===== config.mk =====
export PLATFORM = sky130hd
export DESIGN_NAME = regfile_write_queue
export DESIGN_NICKNAME = d
export VERILOG_FILES = /design/src/rtl/regfile_write_queue.sv
export SDC_FILE = /design/constraint.sdc
export NUM_CORES = 1
export LEC_CHECK = 0
export BUFFER_PORTS_ARGS = -buffer_cell sky130_fd_sc_hd__buf_2
export CORE_MARGIN = 2
export CORE_UTILIZATION = 35
export DETAILED_ROUTE_END_ITERATION = 6
export GPL_ROUTABILITY_DRIVEN = 1
export MAX_ROUTING_LAYER = met4
export PLACE_DENSITY = 0.56
export SYNTH_ARGS = -nofsm -noshare
export SYNTH_HDL_FRONTEND = slang
export SYNTH_SLANG_ARGS = --single-unit

===== constraint.sdc =====
create_clock -name clk -period 4 [get_ports clk]
set_clock_uncertainty 0.05 [all_clocks]
set_input_delay 0.4 -clock clk [delete_from_list [all_inputs] [get_ports clk]]
set_output_delay 0.4 -clock clk [all_outputs]
set_load 0.05 [all_outputs]

===== src/rtl/regfile_write_queue.sv =====
// Write-side front end for the 32x32 register file.
// Buffers (register, data) write requests in a small FIFO, drains one entry per cycle
// into the single write port, and forwards the youngest pending data to both readers.
module regfile_write_queue #(
  parameter int unsigned DEPTH = 4,
  parameter int unsigned AW    = 5,
  parameter int unsigned DW    = 32
) (
  input  logic                     clk,
  input  logic                     rst,
  input  logic                     in_valid,
  output logic                     in_ready,
  input  logic [AW-1:0]            in_reg,
  input  logic [DW-1:0]            in_data,
  input  logic                     port_free,
  output logic                     RegWriteEN,
  output logic [AW-1:0]            WriteReg,
  output logic [DW-1:0]            WriteData,
  input  logic [AW-1:0]            ReadReg1,
  input  logic [AW-1:0]            ReadReg2,
  output logic                     fwd_hit1,
  output logic [DW-1:0]            fwd_data1,
  output logic                     fwd_hit2,
  output logic [DW-1:0]            fwd_data2,
  output logic [$clog2(DEPTH):0]   count
);

  localparam int unsigned PW = $clog2(DEPTH);
  localparam logic [PW:0]   FULL_COUNT = DEPTH[PW:0];
  localparam logic [PW:0]   CNT_ONE    = (PW+1)'(1);
  localparam logic [PW-1:0] PTR_ONE    = PW'(1);

  logic [PW-1:0]    wrPtr;
  logic [PW-1:0]    rdPtr;
  logic [DEPTH-1:0] entryValid;
  logic [AW-1:0]    entryReg  [DEPTH];
  logic [DW-1:0]    entryData [DEPTH];

  logic accept;
  logic store;
  logic retire;
  logic [PW-1:0] idx;

  // Handshake and drain decisions come from registered count only.
  assign in_ready   = (count != FULL_COUNT);
  assign accept     = in_valid && in_ready;
  // Writes to r0 complete the handshake but are discarded.
  assign store      = accept && (in_reg != '0);
  assign RegWriteEN = port_free && (count != '0);
  assign retire     = RegWriteEN;

  // Pointers, occupancy and per-entry valid bits.
  always_ff @(posedge clk or posedge rst) begin
    if (rst) begin
      wrPtr      <= '0;
      rdPtr      <= '0;
      count      <= '0;
      entryValid <= '0;
    end else begin
      if (store) begin
        wrPtr             <= wrPtr + PTR_ONE;
        entryValid[wrPtr] <= 1'b1;
      end
      // Store and retire never target the same slot: retire needs count != 0 and store
      // needs count != DEPTH, so wrPtr != rdPtr whenever both fire.
      if (retire) begin
        rdPtr             <= rdPtr + PTR_ONE;
        entryValid[rdPtr] <= 1'b0;
      end
      case ({store, retire})
        2'b10:   count <= count + CNT_ONE;
        2'b01:   count <= count - CNT_ONE;
        default: ;
      endcase
    end
  end

  // Entry payload storage; validity is tracked separately so no reset is needed here.
  always_ff @(posedge clk) begin
    if (store) begin
      entryReg[wrPtr]  <= in_reg;
      entryData[wrPtr] <= in_data;
    end
  end

  // Head entry drives the register-file write port; zero when empty.
  always_comb begin
    WriteReg  = '0;
    WriteData = '0;
    if (count != '0) begin
      WriteReg  = entryReg[rdPtr];
      WriteData = entryData[rdPtr];
    end
  end

  // Bypass: walk oldest to youngest so the youngest match wins.
  always_comb begin
    fwd_hit1  = 1'b0;
    fwd_data1 = '0;
    fwd_hit2  = 1'b0;
    fwd_data2 = '0;
    idx       = rdPtr;
    for (int i = 0; i < DEPTH; i++) begin
      idx = rdPtr + PW'(i);
      if (entryValid[idx] && (ReadReg1 != '0) && (entryReg[idx] == ReadReg1)) begin
        fwd_hit1  = 1'b1;
        fwd_data1 = entryData[idx];
      end
      if (entryValid[idx] && (ReadReg2 != '0) && (entryReg[idx] == ReadReg2)) begin
        fwd_hit2  = 1'b1;
        fwd_data2 = entryData[idx];
      end
    end
  end

endmodule


==> results.py <==
metrics = {
    "routing": {
        "wire_per_inst_um": 23.7,
        "wl_um": 33300,
        "drc_errors": 0,
        "route.vias.total": 8064,
        "dr.first_iter.drc_count": 484,
        "first_pass_iters": 4,
        "ant_nets": 0,
        "viasPerCell": 5.74,
    },
    "floorplan": {
        "fp.dieArea_sq_um": 34000,
        "rows": 66,
        "coreArea_sq_um": 32300,
        "fp.dieW_um": 184,
        "die-height_um": 184,
        "io_pins": 159,
        "initial_core_util": 0.353,
    },
    "logic_synthesis": {
        "yosysWarnings": 0,
        "synth_mux_area_frac": 0.347,
        "yosys.area_share.xor_xnor": 0.0346,
        "yosys.area.top_type": "edfxtp_1",
        "synth_top_area_frac": 0.390,
        "synth-simple-area-share": 0.0770,
        "synth_fa_ha_area_frac": 0.0116,
        "synth-seq-cells": 159,
        "syn_area_sq_um": 11400,
        "synthCells": 794,
        "ys_seq_area_frac": 0.414,
        "synth.avg_cell_area_sq_um": 14.4,
        "synth_top_family_by_area": "multiplexers",
        "synth_nets": 855,
        "ys_types": 42,
        "async_flop_share": 0.0692,
        "synth_edf_count": 148,
        "synth_area_leaders": "edfxtp_1, mux4_2, mux2i_1",
        "synth_ff_type": "edfxtp_1",
        "synth_compound_gate_area_share": 0.0678,
    },
    "cts": {
        "clock_latency_ns": 0.43,
        "clockBufferDepth": 2,
        "numCtsBuffers": 17,
        "clk_pin_slew_ns": 0.07,
        "tritoncts": "built",
        "cts_max_level": 4,
        "cts.sinks": 159,
        "root_buffer": "clkbuf_16",
    },
    "run_status": {
        "status": "finished, final reports clean",
    },
    "final_layout": {
        "fin_cells": 1405,
        "drive_gt1_frac": 0.521,
        "stdcell_area_sq_um": 14900,
        "utilization": 0.460,
        "synthToLayoutAreaGrowth_pct": 30.3,
        "final_cell_mix": "mux4_2, edfxtp_1, buf_2, nand2_1, buf_4",
        "nNetsFinal": 1008,
        "layout.cells.most_common": "mux4_2",
    },
    "critical_path": {
        "worst_path_largest_cell_delay_ns": 0.58,
        "cp-end-kind": "primary output",
        "crit_slowest_cell": "mux4_2",
        "arrival_ns": 3.52,
        "cp.required_ns": 3.55,
        "path_class": "reg -> out",
        "crit_chain": "inv_1 > ha_4 > mux4_2 > xnor2_1 > nand4_1 > nor2_4 > o211ai_1 > bufbuf_16 > o211ai_1 > buf_12",
        "cpMostUsedCell": "o211ai_1",
        "critPathLaunchType": "flop",
        "path_max_fanout": 8,
    },
    "sta": {
        "drv_slew": 0,
        "finalHoldViolations": 0,
        "worst_slack_ns": 0.0342,
        "rsz0062_at_grt": "yes",
        "min_period_over_period": 0.991,
        "min_period_ns": 3.97,
        "setup_violations": 0,
        "relSlewSlack": 0.495,
        "max_freq_mhz": 252,
        "tightest_slew_ns": 0.758,
    },
    "placement": {
        "dp_hpwl_um": 22900,
        "place_congestion": 0.843,
        "placed_area_sq_um": 13700,
        "numPortBuffers": 158,
        "dp_slack_ns": 0.205,
        "place_inst": 1355,
    },
    "global_routing": {
        "grt_pass1_vias": 8055,
        "grt_max_degree": 57,
        "track_usage": 0.205,
        "grt-ovfl-total": 0,
        "antenna_found_initial": 3,
        "grt_pass1_wl_um": 49900,
    },
    "flow_run": {
        "maxCapViolCount": 0,
    },
    "hold_path": {
        "hold_path_class": "in -> reg",
    },
}
==> Yosys cell counts (2+ instances only) <==
cell and n:
o21ai_0 2, and2_1 4, nand2_1 54, xnor2_1 43, buf_8 2, dfrtp_1 11, xor2_1 2, nor2b_1 37
a211oi_1 17, mux2i_1 53, buf_1 4, a221oi_1 11, a2bb2oi_1 4, nor3_1 8, o211ai_1 2, o221ai_1 39
nor2_1 25, o221ai_2 8, clkbuf_1 32, buf_6 4, mux4_2 152, inv_1 41, nor2_2 2, nand3_1 10
ha_1 9, o21ai_1 2, buf_2 27, nand3b_1 14, or2_2 2, or4_1 2, buf_4 6, edfxtp_1 148
nand4_1 8
==> critical path, delay by kind of cell, from the launching register on <==
kind	cells	cell delay, ns
DFF	1	0.40
and+or+nand+nor	2	0.39
muxes	1	0.58
xor gates and xnor gates	1	0.17
adders and majority gates	1	0.38
buffers and inverters	3	0.60
AOI/OAI and AO/OA	2	0.56
==> state kept, by name (all words and copies together), names as in the netlist <==
signal and cells:
entryReg 20, wrPtr 2, rdPtr 2, count 3
entryValid 4, entryData 128
==> layout make-up <==
cell class	instances	area, sq um
multi-input cells	518	7310
well taps	442	553
clock buffers	17	425
flip-flops and latches	159	4730
diodes	3	7.51
repair buffers	210	1500
inverters	41	159
fillers	2877	17400
clock inverters	15	168
==> metrics by stage <==
step	hold WS (ns)	TNS, ns
5_1_grt	0.113	-0.586
6_report	0.125	0
3_3_place_gp	0.430	0
3_5_place_dp	0.426	0
4_1_cts	0.109	0
2_1_floorplan	0.202	-3.53
==> metal layers <==
layer	wire length [um]	track usage	up-vias
met1	14000	0.261	4209
met4	833	0.0688	0
met2	16900	0.338	253
met3	1530	0.0281	45
met5	0	-	-
li1	-	-	3557
==> cell families (layout without fill, tap and decap cells) <==
logic type / Yosys count / in the layout
adder cells (fa/ha/maj): 10 / 10
AO/OA/AOI/OAI: 87 / 87
flip-flops: 159 / 159
XOR/XNOR: 45 / 45
other: 0 / 3
buffers and inverters: 117 / 283
multiplexers: 205 / 205
AND/OR/NAND/NOR: 171 / 171
==> final timing paths <==
path,start,depth (start not counted),endpoint,slack [ns]
max,rdPtr[1]$_DFFE_PP0N_,10,fwd_data2[17],0.03
min,in_data[7],1,entryData[1][7]$_DFFE_PP_,0.12
max reg2reg,count[0]$_DFFE_PP0P_,6,entryData[3][13]$_DFFE_PP_,1.31
min reg2reg,count[2]$_DFFE_PP0P_,1,count[2]$_DFFE_PP0P_,0.49
max in group asynchronous,rst,3,rdPtr[0]$_DFFE_PP0N_,3.00
min in group asynchronous,rst,3,wrPtr[1]$_DFFE_PP0P_,0.51
==> what timing repair did <==
| action | in CTS | in global routing |
|---|---|---|
| hold endpoints to repair | 11 | 0 |
| hold buffers | 1 | 0 |
| buffers inserted | 9 | 3 |
| setup endpoints to repair | 65 | 63 |
| pin swaps | 6 | 5 |
| gates resized for setup | 22 | 85 |
| gates cloned | 1 | 1 |
Power is left out: the tool's default activity adds up to more than one toggle a clock period on the data nets, which glitch-free logic cannot reach.
